<file path="src/rtl/wb_arb_pkg.sv">
// Shared types and constants for the two-master Wishbone core bus arbiter.
package wb_arb_pkg;

  typedef enum logic [2:0] {
    IDLE  = 3'b001,
    GNT_I = 3'b010,
    GNT_D = 3'b100
  } arb_state_t;

  localparam logic M_I = 1'b0;
  localparam logic M_D = 1'b1;

  localparam int unsigned TIMEOUT_CYCLES_DEF = 1024;

endpackage

</file>
<file path="src/rtl/wb_arb_timeout_ctr.sv">
// Granted-cycle counter for the arbiter watchdog; expire_o is high while the
// count sits at TIMEOUT_CYCLES-1.
module wb_arb_timeout_ctr
  import wb_arb_pkg::*;
#(
  parameter int unsigned TIMEOUT_CYCLES = TIMEOUT_CYCLES_DEF
) (
  input  logic sys_clk,
  input  logic rst_n,
  input  logic clr_i,
  input  logic en_i,
  output logic expire_o
);

  localparam int unsigned CW = $clog2(TIMEOUT_CYCLES + 1);
  localparam logic [CW-1:0] LAST = CW'(TIMEOUT_CYCLES - 1);

  logic [CW-1:0] cnt_q, cnt_d;

  always_comb begin
    cnt_d = cnt_q;
    if (clr_i) begin
      cnt_d = '0;
    end else if (en_i && (cnt_q != LAST)) begin
      cnt_d = cnt_q + 1'b1;
    end
  end

  always_ff @(posedge sys_clk or negedge rst_n) begin
    if (!rst_n) begin
      cnt_q <= '0;
    end else begin
      cnt_q <= cnt_d;
    end
  end

  assign expire_o = (cnt_q == LAST);

endmodule

</file>
<file path="src/rtl/wb_core_bus_arbiter.sv">
// Round-robin Wishbone-classic arbiter sharing one slave between the core's
// I and D ports. Optional watchdog enabled by defining ARB_TIMEOUT_EN.
module wb_core_bus_arbiter
  import wb_arb_pkg::*;
#(
  parameter int unsigned ADDR_WIDTH     = 32,
  parameter int unsigned DATA_WIDTH     = 32,
  parameter int unsigned TIMEOUT_CYCLES = TIMEOUT_CYCLES_DEF
) (
  input  logic                    sys_clk,
  input  logic                    rst_n,
  input  logic                    i_cyc_i,
  input  logic                    i_stb_i,
  input  logic                    i_we_i,
  input  logic [DATA_WIDTH/8-1:0] i_wstrb_i,
  input  logic [ADDR_WIDTH-1:0]   i_addr_i,
  input  logic [DATA_WIDTH-1:0]   i_data_i,
  output logic [DATA_WIDTH-1:0]   i_data_o,
  output logic                    i_ack_o,
  output logic                    i_err_o,
  input  logic                    d_cyc_i,
  input  logic                    d_stb_i,
  input  logic                    d_we_i,
  input  logic [DATA_WIDTH/8-1:0] d_wstrb_i,
  input  logic [ADDR_WIDTH-1:0]   d_addr_i,
  input  logic [DATA_WIDTH-1:0]   d_data_i,
  output logic [DATA_WIDTH-1:0]   d_data_o,
  output logic                    d_ack_o,
  output logic                    d_err_o,
  output logic                    s_cyc_o,
  output logic                    s_stb_o,
  output logic                    s_we_o,
  output logic [DATA_WIDTH/8-1:0] s_wstrb_o,
  output logic [ADDR_WIDTH-1:0]   s_addr_o,
  output logic [DATA_WIDTH-1:0]   s_data_o,
  input  logic [DATA_WIDTH-1:0]   s_data_i,
  input  logic                    s_ack_i,
  output logic [1:0]              grant_o,
  output logic                    timeout_o
);

  arb_state_t state_q, state_d;
  logic       last_q, last_d;
  logic       req_i, req_d;
  logic       granted;
  logic       expire;

  assign req_i   = i_cyc_i & i_stb_i;
  assign req_d   = d_cyc_i & d_stb_i;
  assign granted = (state_q != IDLE);

`ifdef ARB_TIMEOUT_EN
  logic ctr_expire;
  logic timeout_q, timeout_d;

  wb_arb_timeout_ctr #(
    .TIMEOUT_CYCLES (TIMEOUT_CYCLES)
  ) u_timeout_ctr (
    .sys_clk  (sys_clk),
    .rst_n    (rst_n),
    .clr_i    (!granted),
    .en_i     (granted && !s_ack_i),
    .expire_o (ctr_expire)
  );

  // A same-cycle ack takes precedence over the watchdog.
  assign expire    = granted & ctr_expire & ~s_ack_i;
  assign timeout_d = timeout_q | expire;

  always_ff @(posedge sys_clk or negedge rst_n) begin
    if (!rst_n) begin
      timeout_q <= 1'b0;
    end else begin
      timeout_q <= timeout_d;
    end
  end

  assign timeout_o = timeout_q;
`else
  logic unused_timeout_cfg;
  assign unused_timeout_cfg = (TIMEOUT_CYCLES == 0);
  assign expire             = 1'b0;
  assign timeout_o          = 1'b0;
`endif

  always_ff @(posedge sys_clk or negedge rst_n) begin
    if (!rst_n) begin
      state_q <= IDLE;
      last_q  <= M_D;
    end else begin
      state_q <= state_d;
      last_q  <= last_d;
    end
  end

  always_comb begin
    state_d = state_q;
    last_d  = last_q;
    unique case (state_q)
      IDLE: begin
        if (req_i && req_d) begin
          state_d = (last_q == M_D) ? GNT_I : GNT_D;
        end else if (req_i) begin
          state_d = GNT_I;
        end else if (req_d) begin
          state_d = GNT_D;
        end
      end
      GNT_I: begin
        if (s_ack_i) begin
          state_d = IDLE;
          last_d  = M_I;
        end else if (!i_cyc_i || expire) begin
          state_d = IDLE;
        end
      end
      GNT_D: begin
        if (s_ack_i) begin
          state_d = IDLE;
          last_d  = M_D;
        end else if (!d_cyc_i || expire) begin
          state_d = IDLE;
        end
      end
      default: state_d = IDLE;
    endcase
  end

  always_comb begin
    s_cyc_o   = 1'b0;
    s_stb_o   = 1'b0;
    s_we_o    = 1'b0;
    s_wstrb_o = '0;
    s_addr_o  = '0;
    s_data_o  = '0;
    i_ack_o   = 1'b0;
    i_err_o   = 1'b0;
    d_ack_o   = 1'b0;
    d_err_o   = 1'b0;
    unique case (state_q)
      GNT_I: begin
        s_cyc_o   = i_cyc_i & ~expire;
        s_stb_o   = i_cyc_i & i_stb_i & ~expire;
        s_we_o    = i_we_i;
        s_wstrb_o = i_wstrb_i;
        s_addr_o  = i_addr_i;
        s_data_o  = i_data_i;
        i_ack_o   = s_ack_i;
        i_err_o   = expire;
      end
      GNT_D: begin
        s_cyc_o   = d_cyc_i & ~expire;
        s_stb_o   = d_cyc_i & d_stb_i & ~expire;
        s_we_o    = d_we_i;
        s_wstrb_o = d_wstrb_i;
        s_addr_o  = d_addr_i;
        s_data_o  = d_data_i;
        d_ack_o   = s_ack_i;
        d_err_o   = expire;
      end
      default: ;
    endcase
  end

  assign i_data_o = s_data_i;
  assign d_data_o = s_data_i;
  assign grant_o  = {state_q == GNT_D, state_q == GNT_I};

endmodule
</file>
<file path="config.mk">
export PLATFORM = sky130hd
export DESIGN_NAME = wb_core_bus_arbiter
export DESIGN_NICKNAME = d
export VERILOG_FILES = /design/src/rtl/wb_arb_pkg.sv /design/src/rtl/wb_arb_timeout_ctr.sv /design/src/rtl/wb_core_bus_arbiter.sv
export SDC_FILE = /design/constraint.sdc
export NUM_CORES = 1
export LEC_CHECK = 0
export ABC_AREA = 1
export CAP_MARGIN = 30
export CORE_AREA = 2 2 124 126
export DETAILED_ROUTE_END_ITERATION = 10
export DIE_AREA = 0 0 126 128
export SKIP_CTS_REPAIR_TIMING = 1
export SYNTH_ARGS = -nofsm -noshare
export SYNTH_HDL_FRONTEND = slang
export SYNTH_SLANG_ARGS = --single-unit
</file>
<file path="constraint.sdc">
create_clock -name sys_clk -period 1.1 [get_ports sys_clk]
set_clock_uncertainty 0.05 [all_clocks]
set_input_delay 0.11 -clock sys_clk [delete_from_list [all_inputs] [get_ports sys_clk]]
set_output_delay 0.11 -clock sys_clk [all_outputs]
set_load 0.02 [all_outputs]
</file>
==> out/qor.txt <==
Status: finished with violations
Failing checks: negative setup slack
Global route overflow: 0
MaxCap Viol Count: 0
Placed Instances: 535
Initial DRC count: 20
Warnings from Yosys: 0
Pwr dens: 1370 nW/um2
Fmax: 577 MHz
DR pass1 iterations: 4
Area contributors post-synth: a22o_1, buf_4, buf_6
Post-Syn Area: 1550 um2
Type of origin of the critical path: register
Asr flop ratio synth: 100%
Met2 GRT Util: 18.6%
Main synth FF type: dfstp_2
Total leakage power: 0.00166 uW
Hold Vio Cnt, Final: 0
Number of flops mapped to enable cells by yosys: 0
Final non-filler cell total: 548
Synthesized area per cell: 8.15 um2
Row Count: 45
Final min period: 1.73 ns
GP Congestion: 0.706
Routed len/inst: 17.6 um
Nets@finish: 539
Max IR drop VDD: 0.00113 V
Via count: 2144
Detailed Place HPWL: 7280 um
Post-route ant nets: 0
GR Layer Usage met1: 9.57%
Total track usage: 9.39%
Worst path max stage delay: 0.57 ns
RSZ-0062 raised after global routing: yes
Share of cells above drive strength 1: 38.6%
Via density: 3.91
Fill cell total of the finished layout: 1640
Crit. End Element: primary output
Crit Path Max Fanout: 17
Placed Area: 3580 um2
Die H: 128 um
N_diodes: 0
FF+latch count, synth: 4
Design area: 3670 um2
CP Cell Sequence: inv_2, nand3_4, inv_8, clkbuf_16, a22o_4, clkbuf_2
CTS root buf: clkbuf_16
Largest net degree at the start of global routing: 37
Die W: 126 um
CP Class: reg -> out
Initial antenna violation count: 0
Ports: 319
Num CTS Buffers: 3
Area of the core: 14900 um2
Area grow syn2layout: 137%
Crit-path slowest cell: dfstp_2
GRT met3 Usage: 2.80%
First-pass GRT wire length: 11900 um
FF/Latch Area: 104 um2
Vias in the first global route: 2191
Setup-failing EPs final: 79
Sequential-to-total area share from yosys stat: 6.62%
Worst Path Arrival: 1.57 ns
CTS H-tree lvls: 1
Largest area contributor in the netlist: a22o_1
Synth Instances: 190
Clock buffer depth: 2
DRC Markers: 0
CTS sink cnt: 4
Final worst slack: -0.633 ns
Most frequent cell after synthesis: a22o_1
CTS tree: built
Initial Util: 10.4%
Netlist cell types: 19
IO Port Bufs: 219
Share of the synthesized area in the top cell type: 39.0%
Clock latency on the worst-skew pair: 0.23 ns
Global routing's busiest layer: met2
Top cells by count, synth: a22o_1, buf_4, buf_6
Worst hold path class: in -> async
Tcrit/Tclk final: 158%
Worst-path clk slew: 0.03 ns
Die Area: 16100 um2
Area occupied by multi-input gates: 926 um2
CP required: 0.94 ns
Final slew viol count: 0
Total Routed Length: 9630 um
state kept, by name, summed over array words and instances, names as in the netlist:
| signal | cells |
|---|---|
| last_q | 1 |
| state_q | 3 |
per-layer routing:
layer | vias up | wire length [um]
met4 | 0 | 174
met2 | 140 | 5220
met5 | - | 0
li1 | 981 | -
met3 | 27 | 853
met1 | 996 | 3380
cell families after synthesis:
group                  after synthesis  share of synthesized area (%)
DFF                                  4                           6.62
other                                1                          0.242
AOI/OAI and AO/OA                   72                           40.1
and+or+nand+nor                     23                           7.43
buffers and inverters               90                           45.6
cell type report:
cell class                 count  area share (%)
multi-input combinational     98            25.3
tap                          188            6.42
clock buffer                   3            2.05
inverter                       8            1.30
sequential                     4            2.83
timing repair buffer         247            62.2
path summary, 6_finish.rpt:
path | slack [ns] | cells past startpoint | from | end
min | 0.05 | 1 | rst_n | state_q[1]
min reg2reg | 0.46 | 2 | last_q | last_q
max in group asynchronous | 0.71 | 1 | rst_n | last_q
max reg2reg | -0.29 | 8 | state_q[0] | state_q[2]
min in group sys_clk | 0.17 | 0 | s_data_i[17] | d_data_o[17]
max | -0.63 | 6 | state_q[0] | s_data_o[28]
through the flow:
| stage | total power (uW) | TNS, ns | hold slack [ns] | setup WS, ns | utilization (%) |
|---|---|---|---|---|---|
| 3_5_place_dp | 4190 | -56.39 | 0.170 | -0.810 | 24.1 |
| 2_1_floorplan | 2680 | -12.60 | -0.236 | -0.179 | - |
| 6_report | 5020 | -45.29 | 0.0457 | -0.633 | 24.7 |
| 5_1_grt | 5300 | -49.60 | 0.0653 | -0.684 | 24.7 |
| 3_3_place_gp | 4140 | -54.03 | 0.170 | -0.785 | 24.1 |
| 4_1_cts | 4800 | -75.00 | 0.0479 | -1.07 | 24.6 |
placed cells by master (no fill, tap or decap), types with 4 or more instances in the layout:
cell,n
buf_4,35
nand3_1,4
a22o_4,9
clkbuf_2,14
a22o_1,60
buf_2,35
clkbuf_16,8
nand2_1,5
buf_6,9
clkdlybuf4s50_1,144
worst max-delay path, delay by kind of cell, from the launching register on:
kind / cells / cell delay, ns
compound gates: 1 / 0.22
buf+inv: 4 / 0.46
simple gates: 1 / 0.09
flops: 1 / 0.57
where the power goes:
| group | leakage (uW) | switching [uW] | internal [uW] |
|---|---|---|---|
| Combinational | 0.00158 | 2070 | 2080 |
| Sequential | 0.0000460 | 57.5 | 237 |
| Clock | 0.0000370 | 110 | 465 |
No activity file was read; power rests on OpenSTA's default activity.
